===== src/rtl/mips_arith_sequencer_if.sv =====
// rtl/mips_arith_sequencer_if.sv - instruction, register file, ALU and trap signals of the arithmetic sequencer
interface mips_arith_sequencer_if #(
  parameter int WIDTH = 32
);
  logic             inst_valid;
  logic [31:0]      inst;
  logic             inst_ready;
  logic [4:0]       rs_num;
  logic [4:0]       rt_num;
  logic [WIDTH-1:0] rs_data;
  logic [WIDTH-1:0] rt_data;
  logic [2:0]       alu_op;
  logic [WIDTH-1:0] alu_a;
  logic [WIDTH-1:0] alu_b;
  logic [WIDTH-1:0] alu_out;
  logic [4:0]       rd_num;
  logic [WIDTH-1:0] rd_data;
  logic             rd_we;
  logic             except;
  logic             except_ack;
  logic             busy;

  modport master (
    input  inst_valid, inst, rs_data, rt_data, alu_out, except_ack,
    output inst_ready, rs_num, rt_num, alu_op, alu_a, alu_b,
           rd_num, rd_data, rd_we, except, busy
  );

  modport slave (
    output inst_valid, inst, rs_data, rt_data, alu_out, except_ack,
    input  inst_ready, rs_num, rt_num, alu_op, alu_a, alu_b,
           rd_num, rd_data, rd_we, except, busy
  );
endinterface


===== src/rtl/mips_arith_sequencer.sv =====
// rtl/mips_arith_sequencer.sv - multi-cycle IDLE/DECODE/EXEC/WB/TRAP sequencer for the MIPS arithmetic subset
// Optional retired/trap counters are enabled with ARITH_SEQ_PERF_EN.
module mips_arith_sequencer #(
  parameter int WIDTH = 32
) (
  input  logic                  clock,
  input  logic                  reset,
  mips_arith_sequencer_if.master bus
`ifdef ARITH_SEQ_PERF_EN
  ,
  output logic [15:0]           retired_count,
  output logic [15:0]           trap_count
`endif
);

  typedef enum logic [2:0] {
    S_IDLE,
    S_DECODE,
    S_EXEC,
    S_WB,
    S_TRAP
  } state_t;

  state_t           state_q, state_d;
  logic [31:0]      ir_q, ir_d;
  logic [WIDTH-1:0] a_q, a_d;
  logic [WIDTH-1:0] b_q, b_d;
  logic [WIDTH-1:0] res_q, res_d;
  logic [2:0]       op_q, op_d;
  logic [4:0]       rd_q, rd_d;
  logic             inst_ready_q, inst_ready_d;

  logic [5:0]       opcode;
  logic [5:0]       funct;
  logic             dec_legal;
  logic             dec_rtype;
  logic             dec_sext;
  logic [2:0]       dec_op;
  logic [WIDTH-1:0] imm_ext;
  logic             unused_shamt;

  assign opcode       = ir_q[31:26];
  assign funct        = ir_q[5:0];
  assign unused_shamt = ^ir_q[10:6];

  always_comb begin
    dec_legal = 1'b0;
    dec_rtype = 1'b0;
    dec_sext  = 1'b0;
    dec_op    = 3'b000;
    if (opcode == 6'h00) begin
      dec_rtype = 1'b1;
      dec_legal = 1'b1;
      case (funct)
        6'h20:   dec_op = 3'b010;
        6'h22:   dec_op = 3'b011;
        6'h24:   dec_op = 3'b100;
        6'h25:   dec_op = 3'b101;
        6'h26:   dec_op = 3'b111;
        6'h27:   dec_op = 3'b110;
        default: dec_legal = 1'b0;
      endcase
    end else begin
      dec_legal = 1'b1;
      case (opcode)
        6'h08: begin
          dec_op   = 3'b010;
          dec_sext = 1'b1;
        end
        6'h0C:   dec_op = 3'b100;
        6'h0D:   dec_op = 3'b101;
        6'h0E:   dec_op = 3'b111;
        default: dec_legal = 1'b0;
      endcase
    end
  end

  // Only addi sign-extends; the logical immediates are zero-extended.
  assign imm_ext = dec_sext ? {{(WIDTH-16){ir_q[15]}}, ir_q[15:0]}
                            : {{(WIDTH-16){1'b0}}, ir_q[15:0]};

  always_comb begin
    state_d = state_q;
    ir_d    = ir_q;
    a_d     = a_q;
    b_d     = b_q;
    op_d    = op_q;
    rd_d    = rd_q;
    res_d   = res_q;
    case (state_q)
      S_IDLE: begin
        if (bus.inst_valid) begin
          ir_d    = bus.inst;
          state_d = S_DECODE;
        end
      end
      S_DECODE: begin
        if (dec_legal) begin
          a_d     = bus.rs_data;
          b_d     = dec_rtype ? bus.rt_data : imm_ext;
          op_d    = dec_op;
          rd_d    = dec_rtype ? ir_q[15:11] : ir_q[20:16];
          state_d = S_EXEC;
        end else begin
          state_d = S_TRAP;
        end
      end
      S_EXEC: begin
        res_d   = bus.alu_out;
        state_d = S_WB;
      end
      S_WB:    state_d = S_IDLE;
      S_TRAP:  if (bus.except_ack) state_d = S_IDLE;
      default: state_d = S_IDLE;
    endcase
    inst_ready_d = (state_d == S_IDLE);
  end

  always_ff @(posedge clock or negedge reset) begin
    if (!reset) begin
      state_q      <= S_IDLE;
      ir_q         <= '0;
      a_q          <= '0;
      b_q          <= '0;
      op_q         <= '0;
      rd_q         <= '0;
      res_q        <= '0;
      inst_ready_q <= 1'b1;
    end else begin
      state_q      <= state_d;
      ir_q         <= ir_d;
      a_q          <= a_d;
      b_q          <= b_d;
      op_q         <= op_d;
      rd_q         <= rd_d;
      res_q        <= res_d;
      inst_ready_q <= inst_ready_d;
    end
  end

  assign bus.inst_ready = inst_ready_q;
  assign bus.busy       = (state_q != S_IDLE);
  assign bus.rs_num     = (state_q == S_DECODE) ? ir_q[25:21] : 5'd0;
  assign bus.rt_num     = (state_q == S_DECODE) ? ir_q[20:16] : 5'd0;
  assign bus.alu_op     = op_q;
  assign bus.alu_a      = a_q;
  assign bus.alu_b      = b_q;
  assign bus.rd_num     = rd_q;
  assign bus.rd_data    = res_q;
  assign bus.rd_we      = (state_q == S_WB) && (rd_q != 5'd0);
  assign bus.except     = (state_q == S_TRAP);

`ifdef ARITH_SEQ_PERF_EN
  logic [15:0] retired_q, retired_d;
  logic [15:0] trap_q, trap_d;

  // Register-0 writes still count as retired even though rd_we is suppressed.
  always_comb begin
    retired_d = retired_q;
    trap_d    = trap_q;
    if (state_q == S_WB) retired_d = retired_q + 16'd1;
    if ((state_q == S_DECODE) && !dec_legal) trap_d = trap_q + 16'd1;
  end

  always_ff @(posedge clock or negedge reset) begin
    if (!reset) begin
      retired_q <= '0;
      trap_q    <= '0;
    end else begin
      retired_q <= retired_d;
      trap_q    <= trap_d;
    end
  end

  assign retired_count = retired_q;
  assign trap_count    = trap_q;
`endif

endmodule


===== src/flat_wrapper.sv =====
// flat-port wrapper written by rule: the top's interface ports become plain ports
module mips_arith_sequencer_flat 
#(
  parameter int WIDTH = 32
)
  (clock, reset, bus_inst_valid, bus_inst, bus_rs_data, bus_rt_data, bus_alu_out, bus_except_ack, bus_inst_ready, bus_rs_num, bus_rt_num, bus_alu_op, bus_alu_a, bus_alu_b, bus_rd_num, bus_rd_data, bus_rd_we, bus_except, bus_busy);
  mips_arith_sequencer_if #(.WIDTH(WIDTH)) bus_i ();
  input  logic clock;
  input  logic reset;
  input wire logic [$bits(bus_i.inst_valid)-1:0] bus_inst_valid;
  input wire logic [$bits(bus_i.inst)-1:0] bus_inst;
  input wire logic [$bits(bus_i.rs_data)-1:0] bus_rs_data;
  input wire logic [$bits(bus_i.rt_data)-1:0] bus_rt_data;
  input wire logic [$bits(bus_i.alu_out)-1:0] bus_alu_out;
  input wire logic [$bits(bus_i.except_ack)-1:0] bus_except_ack;
  output wire logic [$bits(bus_i.inst_ready)-1:0] bus_inst_ready;
  output wire logic [$bits(bus_i.rs_num)-1:0] bus_rs_num;
  output wire logic [$bits(bus_i.rt_num)-1:0] bus_rt_num;
  output wire logic [$bits(bus_i.alu_op)-1:0] bus_alu_op;
  output wire logic [$bits(bus_i.alu_a)-1:0] bus_alu_a;
  output wire logic [$bits(bus_i.alu_b)-1:0] bus_alu_b;
  output wire logic [$bits(bus_i.rd_num)-1:0] bus_rd_num;
  output wire logic [$bits(bus_i.rd_data)-1:0] bus_rd_data;
  output wire logic [$bits(bus_i.rd_we)-1:0] bus_rd_we;
  output wire logic [$bits(bus_i.except)-1:0] bus_except;
  output wire logic [$bits(bus_i.busy)-1:0] bus_busy;
  assign bus_i.inst_valid = bus_inst_valid;
  assign bus_i.inst = bus_inst;
  assign bus_i.rs_data = bus_rs_data;
  assign bus_i.rt_data = bus_rt_data;
  assign bus_i.alu_out = bus_alu_out;
  assign bus_i.except_ack = bus_except_ack;
  assign bus_inst_ready = bus_i.inst_ready;
  assign bus_rs_num = bus_i.rs_num;
  assign bus_rt_num = bus_i.rt_num;
  assign bus_alu_op = bus_i.alu_op;
  assign bus_alu_a = bus_i.alu_a;
  assign bus_alu_b = bus_i.alu_b;
  assign bus_rd_num = bus_i.rd_num;
  assign bus_rd_data = bus_i.rd_data;
  assign bus_rd_we = bus_i.rd_we;
  assign bus_except = bus_i.except;
  assign bus_busy = bus_i.busy;
  mips_arith_sequencer #(.WIDTH(WIDTH)) u_core (.clock(clock), .reset(reset), .bus(bus_i));
endmodule

===== config.mk =====
export PLATFORM = sky130hd
export DESIGN_NAME = mips_arith_sequencer_flat
export DESIGN_NICKNAME = d
export VERILOG_FILES = /design/src/rtl/mips_arith_sequencer_if.sv /design/src/rtl/mips_arith_sequencer.sv /design/src/flat_wrapper.sv
export SDC_FILE = /design/constraint.sdc
export NUM_CORES = 1
export LEC_CHECK = 0
export ABC_AREA = 1
export BUFFER_PORTS_ARGS = -buffer_cell sky130_fd_sc_hd__buf_2
export CORE_MARGIN = 10
export CORE_UTILIZATION = 51
export CTS_CLUSTER_SIZE = 30
export DETAILED_ROUTE_END_ITERATION = 12
export PLACE_DENSITY = 0.84
export SLEW_MARGIN = 30
export SYNTH_ARGS = -nofsm -noshare
export SYNTH_HDL_FRONTEND = slang
export SYNTH_SLANG_ARGS = --single-unit

===== constraint.sdc =====
create_clock -name clock -period 3.3 [get_ports clock]
set_input_delay 0.99 -clock clock [delete_from_list [all_inputs] [get_ports clock]]
set_output_delay 0.99 -clock clock [all_outputs]
set_load 0.1 [all_outputs]

==> metrics.cfg, run 1 <==
[global_route]
grt_max_degree = 112
antenna_found_initial = 4
grt_pass1_wl_um = 26700
grt_pass1_vias = 5089
grtUsageTotal_pct = 20.9
grt_overflow = 0

[synthesis]
ys_types = 28
synth_enable_flop_cells = 0
synth_nets = 706
synth_area_um2 = 5790
async_flop_share_pct = 100
postSynthAreaPerCell_um2 = 10.1
synth.most_common_cell = nand2_1
post-synth-top-area-cell = dfrtp_1
synth-seq-area-share_pct = 60.6
yosysWarnings = 0
synthTopCellsByCount = nand2_1 (167), dfrtp_1 (139), mux2_2 (45)
synth_area_leaders = dfrtp_1 (60%), nand2_1 (11%), mux2_2 (8.8%)
synthCells = 574
synth-seq-cells = 140
synth.top_cell.area_share_pct = 60.1
synthFlopType = dfrtp_1

[floorplan]
start_util_pct = 52.7
dieArea_um2 = 16000
die_h_um = 127
ioPinCount = 250
coreArea_um2 = 11000
die_w_um = 127
rows = 38

[sta]
fin_crit_ns = 3.19
final-setup-viol-count = 0
clock_skew_ns = 0.0109
hold_violations = 0
fmax_mhz = 313
maxSlewViolCount = 0
max_slew_margin_pct = 44.6
worst_pin_slew_ns = 0.829
rsz0062_at_grt = no
period_share_pct = 96.7

[job]
max_cap_violations = 0

[cts]
cts.htree.levels = 4
cts_tree = built
hold_buffers = 0
post-cts-setup-buffer-count = 0
cts_sinks = 140
cts_root_buffer = clkbuf_16
clock_path_buffers = 2
post_cts_resized = 1
clk_pin_slew_ns = 0.06
clkLatencyLatePin_ns = 0.40
cts_made_buffers = 17

[route]
via_count = 4870
drc = 0
initialDrtViolationCount = 301
wl_per_cell_um = 17.6
routed_wl_um = 17200
vias_per_cell = 4.99
drtAntennaViolNets = 0
dr.pass1.iters = 6

[place]
portBuffers = 249
dp.cells = 941
gp_congestion = 0.828
dp_hpwl_um = 12800

[setup_path]
critical_path.cell_chain = nor3_1 > clkinv_2 > nor2_1 > buf_12
cp_slowest_cell = nor3_1
rrSetupSlack_ns = 1.12
ff2ff_path_depth = 8
worstPathRequired_ns = 2.31
crit_path_end_kind = output port
cp_data_arrival_time_ns = 2.20
critPathMaxStageDelay_ns = 0.53
cp_max_fo = 10
crit_type = reg -> out
startpoint_type = flip-flop

[cells_and_area]
fillers = 827
stdcell_count = 975
finalNetCount = 952
drive_above_1_share_pct = 42.3
syn2layout_area_growth_pct = 36.3

[status]
outcome = complete, no violations

[min_path]
hp-class = reg -> reg
hold-path-cell-count = 2

==> layout make-up <==
type | instances | area, um2 | share of cell area (%)
Sequential cell | 140 | 3500 | 44.4
Multi-Input combinational cell | 377 | 1990 | 25.3
Timing Repair Buffer | 256 | 1480 | 18.8
Clock buffer | 20 | 447 | 5.66
Tap cell | 140 | 175 | 2.22
Clock inverter | 11 | 169 | 2.14
Inverter | 28 | 111 | 1.41
Antenna cell | 3 | 7.51 | 0.0952
==> cells in the final DEF, fill, tap and decap left out, drive strengths merged, types with 4 or more instances in the layout <==
cell,n
nand3,10
or2,9
bufinv,4
a21oi,36
o21ai,58
buf,256
nor2,41
clkinv,8
mux2,45
inv,26
clkbuf,20
dfrtp,139
nand2,168
==> critical path: cells and delay by family (launching register included) <==
kind	cells	cell delay (ns)
buffers and inverters	2	0.55
DFF	1	0.42
and+or+nand+nor	2	0.82
==> per-layer routing <==
metal  vias up  routed length (um)  GRT usage [%]  part of all wire [%]
li1       2365                   -              -                     -
met1      2308                6460           22.8                    38
met4         2                 287           7.77                   1.7
met3        20                1330           7.62                   7.7
met5         -                  13              0                 0.076
met2       175                9110           36.3                    53
==> worst paths after layout <==
kind,from,endpoint
setup / recovery,u_core.state_q[1]$_DFF_PN0_,bus_rs_num[0]
hold / removal,u_core.bus.alu_a[12]$_DFFE_PN0P_,u_core.bus.alu_a[12]$_DFFE_PN0P_
setup reg to reg,u_core.ir_q[28]$_DFFE_PN0P_,u_core.bus.alu_b[10]$_DFFE_PN0P_
hold reg to reg,u_core.bus.alu_a[12]$_DFFE_PN0P_,u_core.bus.alu_a[12]$_DFFE_PN0P_
max in group asynchronous,reset,u_core.bus.alu_a[4]$_DFFE_PN0P_
min in group asynchronous,reset,u_core.ir_q[7]$_DFFE_PN0P_
==> per-stage QoR <==
step	setup slack, ns	hold WS (ns)	setup TNS (ns)	instance area, um2	util [%]
5_1_grt	0.00736	0.495	0	7890	71.8
2_1_floorplan	-0.0239	0.474	-0.239	5790	-
6_report	0.109	0.473	0	7890	71.8
3_3_place_gp	0.507	0.457	0	7260	66.1
4_1_cts	0.100	0.477	0	7880	71.7
3_5_place_dp	0.403	0.460	0	7260	66.1
==> sequential cells by signal (all words and copies together), names as in the netlist <==
register,cells
u_core.bus.alu_b,32
u_core.bus.rd_data,32
u_core.bus.inst_ready,1
u_core.state_q,3
u_core.bus.alu_a,32
u_core.bus.rd_num,5
u_core.ir_q,32
u_core.bus.alu_op,3
==> cell families (layout without fill, tap and decap cells) <==
logic type             after synthesis  count (layout)  synth area share, %
buffers and inverters               57             315                 5.19
flip-flops                         140             140                 60.6
AO/OA/AOI/OAI                       97              97                 8.52
other                                0               3                    0
AND/OR/NAND/NOR                    234             234                 16.8
multiplexers                        45              45                 8.76
XOR/XNOR                             1               1                0.151
Power of run 1 is not shown: default switching activity piles up to over one toggle a cycle in this logic, so the estimate is an artifact.
==> inputs of run 2 (changes only) <==
- RECOVER_POWER: unset -> 25
==> run 2 against run 1 <==
  * The flow now finishes with violations (capacitance limit, slew limit)
  * Clock skew shrank 0.00092 ns
  * Final cell count is the same
  * Sequential cell count is the same
  * Largest cell class unchanged
  * Design area shrank 0.27%
  * Critical path depth is the same
  * Global-route usage is the same
  * Wire length shrank 0.23%
  * Sequential share of layout area grew 0.12 points
  * Register-to-register slack is essentially flat
  * Critical path type unchanged
==> metrics.cfg, run 2 (synthesis gave the netlist of run 1 again) <==
[cts]
post-cts-setup-buffer-count = 0
cts_sinks = 140
cts_made_buffers = 17
hold_buffers = 0
clk_pin_slew_ns = 0.06
cts.htree.levels = 4
cts_tree = built
clkLatencyLatePin_ns = 0.41
cts_root_buffer = clkbuf_16
clock_path_buffers = 2

[global_route]
grt_max_degree = 112
grt_pass1_wl_um = 26700
grtUsageTotal_pct = 20.9
grt_overflow = 0
grt_pass1_vias = 5089
antenna_found_initial = 4

[floorplan]
die_h_um = 127
dieArea_um2 = 16000
start_util_pct = 52.7
ioPinCount = 250
coreArea_um2 = 11000
rows = 38
die_w_um = 127

[sta]
setup_slack_ns = 0.108
maxSlewViolCount = 69
hold_violations = 0
final-setup-viol-count = 0
clock_skew_ns = 0.0100
fmax_mhz = 313
max_slew_margin_pct = -10.8
worst_pin_slew_ns = 1.66
period_share_pct = 96.7
rsz0062_at_grt = no
final.setup.tns_ns = 0
fin_crit_ns = 3.19

[status]
outcome = finished with violations
violations = capacitance limit, slew limit

[route]
wl_per_cell_um = 17.6
initialDrtViolationCount = 265
via_count = 4853
drtAntennaViolNets = 0
vias_per_cell = 4.98
drc = 0
routed_wl_um = 17200
dr.pass1.iters = 5

[cells_and_area]
final_common_cell = buf_2
fillers = 831
finalNetCount = 952
syn2layout_area_growth_pct = 36.0
drive_above_1_share_pct = 42.3
stdcell_area_um2 = 7870
mostFrequentLayoutCells = buf_2 (238), nand2_1 (167), dfrtp_1 (139)

[place]
post_dp_cell_area_um2 = 7260
gp_congestion = 0.828
pre_cts_ws_ns = 0.403
dp_hpwl_um = 12800
portBuffers = 249

[setup_path]
crit_type = reg -> out
crit_path_end_kind = output port
critPathMaxStageDelay_ns = 0.53
cp_data_arrival_time_ns = 2.20
startpoint_type = flip-flop
cp_slowest_cell = nor3_1
critical_path.cell_chain = nor3_1 > clkinv_2 > nor2_1 > buf_12
worstPathRequired_ns = 2.31
cp_max_fo = 10

[min_path]
hp-class = reg -> reg

[job]
max_cap_violations = 1

## run 2: cell types whose count changed in the layout (fill, tap and decap cells not counted), sizes merged
cell	change
buf	-2
clkbuf	+2
## run 2: repair_timing
action / CTS / global route
gates resized for setup: 1 / 0
endpoints found under the setup margin: 10 / 0
hold endpoints to repair: 0 / 0
## run 2: per-stage QoR
step,util [%],std cells,hold slack [ns]
floorplan,-,574,0.474
global placement,66.1,941,0.457
detailed placement,66.1,941,0.460
CTS,71.7,972,0.477
global route,71.6,975,0.495
finish,71.6,975,0.474
## run 2: area by class of cell
class / instances / area, um2 / area share [%]
tap: 140 / 175 / 2.23
sequential: 140 / 3500 / 44.6
timing repair buffer: 256 / 1460 / 18.5
multi-input combinational: 377 / 1990 / 25.3
clock buffer: 20 / 447 / 5.68
inverter: 28 / 111 / 1.42
antenna: 3 / 7.51 / 0.0954
clock inverter: 11 / 169 / 2.15
## run 2: metal layers
| metal | up-vias | track usage (%) | routed length, um | share of wire [%] |
|---|---|---|---|---|
| met5 | - | 0 | 13 | 0.076 |
| li1 | 2367 | - | - | - |
| met4 | 2 | 7.77 | 356 | 2.1 |
| met2 | 172 | 36.3 | 9010 | 53 |
| met1 | 2284 | 22.8 | 6440 | 38 |
| met3 | 28 | 7.62 | 1340 | 7.8 |
## run 2: path summary, 6_finish.rpt
check | from | end | depth (start not counted) | slack, ns
min in group asynchronous | reset | u_core.ir_q[7]$_DFFE_PN0P_ | 1 | 1.01
max reg2reg | u_core.ir_q[28]$_DFFE_PN0P_ | u_core.bus.alu_b[5]$_DFFE_PN0P_ | 7 | 1.13
min | u_core.bus.alu_a[12]$_DFFE_PN0P_ | u_core.bus.alu_a[12]$_DFFE_PN0P_ | 2 | 0.47
max | u_core.state_q[1]$_DFF_PN0_ | bus_rs_num[0] | 4 | 0.11
min reg2reg | u_core.bus.alu_a[12]$_DFFE_PN0P_ | u_core.bus.alu_a[12]$_DFFE_PN0P_ | 2 | 0.47
max in group asynchronous | reset | u_core.bus.rd_data[14]$_DFFE_PN0N_ | 2 | 0.51
## run 2: worst max-delay path: cells and delay by family (launching register included)
family	cells	cell delay [ns]
and+or+nand+nor	2	0.82
buffers and inverters	2	0.55
DFF	1	0.42
Power of run 2 is left out for the same reason.
==> inputs of run 3 (changes only) <==
- ABC_AREA: 1 -> unset
==> run 3 against run 2 <==
  * The run now ends clean
  * Critical path depth did not move
  * Utilization fell by 2.1 points
  * Sequential share of layout area hardly changed
  * Global-route usage decreased by 0.43 points
  * Wire length shrank 1.6%
  * Via count shrank 5.6%
  * Register-to-register slack worse by 0.26 ns
  * Final cell count decreased by 12%
  * Setup slack improved by 0.23 ns
==> metrics.cfg, run 3 <==
[synthesis]
postSynthAreaPerCell_um2 = 12.9
synth.most_common_cell = dfrtp_1
synth_enable_flop_cells = 0
synth-seq-cells = 140
post-synth-top-area-cell = dfrtp_1
synthTopCellsByCount = dfrtp_1 (139), mux2_2 (58), nand2_1 (45)
synth_area_um2 = 5860
ys_types = 38
synthFlopType = dfrtp_1
async_flop_share_pct = 100
synth_area_leaders = dfrtp_1 (59%), mux2_2 (11%), mux2_1 (7.7%)
synth_nets = 587
yosysWarnings = 0
synth-seq-area-share_pct = 59.8
synthCells = 455
synth.top_cell.area_share_pct = 59.4

[global_route]
grt_pass1_wl_um = 26300
grt_overflow = 0
grt_max_degree = 61
antenna_found_initial = 0
grt_pass1_vias = 4825
grtUsageTotal_pct = 20.5

[route]
routed_wl_um = 16900
drtAntennaViolNets = 0
wl_per_cell_um = 19.7
dr.pass1.iters = 4
via_count = 4580
initialDrtViolationCount = 218
drc = 0
vias_per_cell = 5.34

[cts]
cts_tree = built
clk_pin_slew_ns = 0.06
clock_path_buffers = 2
hold_buffers = 0
cts_made_buffers = 17
cts_root_buffer = clkbuf_16
cts_sinks = 140
post_cts_resized = 0
clkLatencyLatePin_ns = 0.41
cts.htree.levels = 4
post-cts-setup-buffer-count = 0

[sta]
clock_skew_ns = 0.00539
hold_violations = 0
final.setup.tns_ns = 0
period_share_pct = 89.8
maxSlewViolCount = 0
setup_slack_ns = 0.337
fmax_mhz = 338
fin_crit_ns = 2.96
rsz0062_at_grt = no
max_slew_margin_pct = 1.38
worst_pin_slew_ns = 1.48
final-setup-viol-count = 0

[min_path]
hp-class = reg -> reg
min_from = u_core.ir_q[25]$_DFFE_PN0P_
hold_end = u_core.ir_q[25]$_DFFE_PN0P_
hold-path-cell-count = 1

[job]
max_cap_violations = 0

[setup_path]
r2r-end = u_core.bus.alu_a[15]$_DFFE_PN0P_
cp_slowest_cell = dfrtp_1
rr_startpoint = u_core.state_q[0]$_DFF_PN0_
cp_max_fo = 18
startpoint_type = flip-flop
rrSetupSlack_ns = 0.87
ff2ff_path_depth = 5
cp_data_arrival_time_ns = 1.97
worstPathRequired_ns = 2.31
critical_path.cell_chain = nor3b_4 > buf_12 > and2_1 > buf_2
crit_type = reg -> out
crit_path_end_kind = output port
critPathMaxStageDelay_ns = 0.55

[floorplan]
dieArea_um2 = 16200
die_h_um = 127
coreArea_um2 = 11300
die_w_um = 127
rows = 39
ioPinCount = 250
start_util_pct = 51.8

[cells_and_area]
mostFrequentLayoutCells = buf_2 (247), dfrtp_1 (139), mux2_2 (58)
finalNetCount = 834
final_common_cell = buf_2
drive_above_1_share_pct = 49.5
insertedDiodeCount = 0
syn2layout_area_growth_pct = 34.3

[place]
pre_cts_ws_ns = 0.527
gp_congestion = 0.857
dp_hpwl_um = 12800
portBuffers = 249

[status]
outcome = complete, no violations

[run 3: changes by cell type in the layout (fill, tap and decap cells not counted), sizes merged, moves of 10 or more]
cell   before  now
and2        0   10
o21ai      58    1
nor2       41    6
a41oi       0   21
mux2i       0   17
mux2       45   98
nand2     168   46
[run 3: cell type report]
cell class | count | area (um2)
timing repair buffer | 258 | 1350
clock inverter | 7 | 113
inverter | 18 | 67.6
clock buffer | 25 | 475
tap | 143 | 179
multi-input combinational | 267 | 2190
sequential | 140 | 3500
fill | 796 | 3450
[run 3: per-stage QoR]
step | hold slack (ns) | cells | cell area [um2] | util [%]
3_5_place_dp | 0.471 | 824 | 7250 | 64.0
6_report | 0.479 | 858 | 7870 | 69.5
5_1_grt | 0.497 | 858 | 7870 | 69.5
2_1_floorplan | 0.449 | 455 | 5870 | -
3_3_place_gp | 0.463 | 824 | 7250 | 64.0
4_1_cts | 0.483 | 856 | 7840 | 69.2
[run 3: logic make-up (layout without fill, tap and decap cells)]
family / after synthesis / after routing / share of synthesized area, %
xor+xnor: 2 / 2 / 0.299
compound gates: 67 / 67 / 7.62
simple gates: 82 / 82 / 6.94
buf+inv: 48 / 308 / 3.44
fa+ha+maj: 1 / 1 / 0.171
mux: 115 / 115 / 21.7
flops: 140 / 140 / 59.8
[run 3: worst max-delay path by stage]
stage / startpoint / to / cells past startpoint
after floorplan: u_core.bus.rd_num[1]$_DFFE_PN0P_ / bus_rd_we / 2
after global placement: u_core.state_q[0]$_DFF_PN0_ / bus_rs_num[0] / 3
after detailed placement: u_core.state_q[0]$_DFF_PN0_ / bus_rs_num[0] / 3
after CTS: u_core.state_q[0]$_DFF_PN0_ / bus_rs_num[0] / 3
after global routing: u_core.state_q[0]$_DFF_PN0_ / bus_rs_num[1] / 4
final: u_core.state_q[0]$_DFF_PN0_ / bus_rs_num[0] / 4
[run 3: worst max-delay path, delay by kind of cell (launching register included)]
family	cells	cell delay [ns]
DFF	1	0.55
and+or+nand+nor	2	0.42
buffers and inverters	2	0.59
[run 3: layer usage]
metal	part of all wire [%]	GRT usage (%)
met4	2.2	8.44
met2	48	32.5
met3	10	9.35
met5	0	0
met1	39	23.6
Power of run 3 is left out for the same reason.
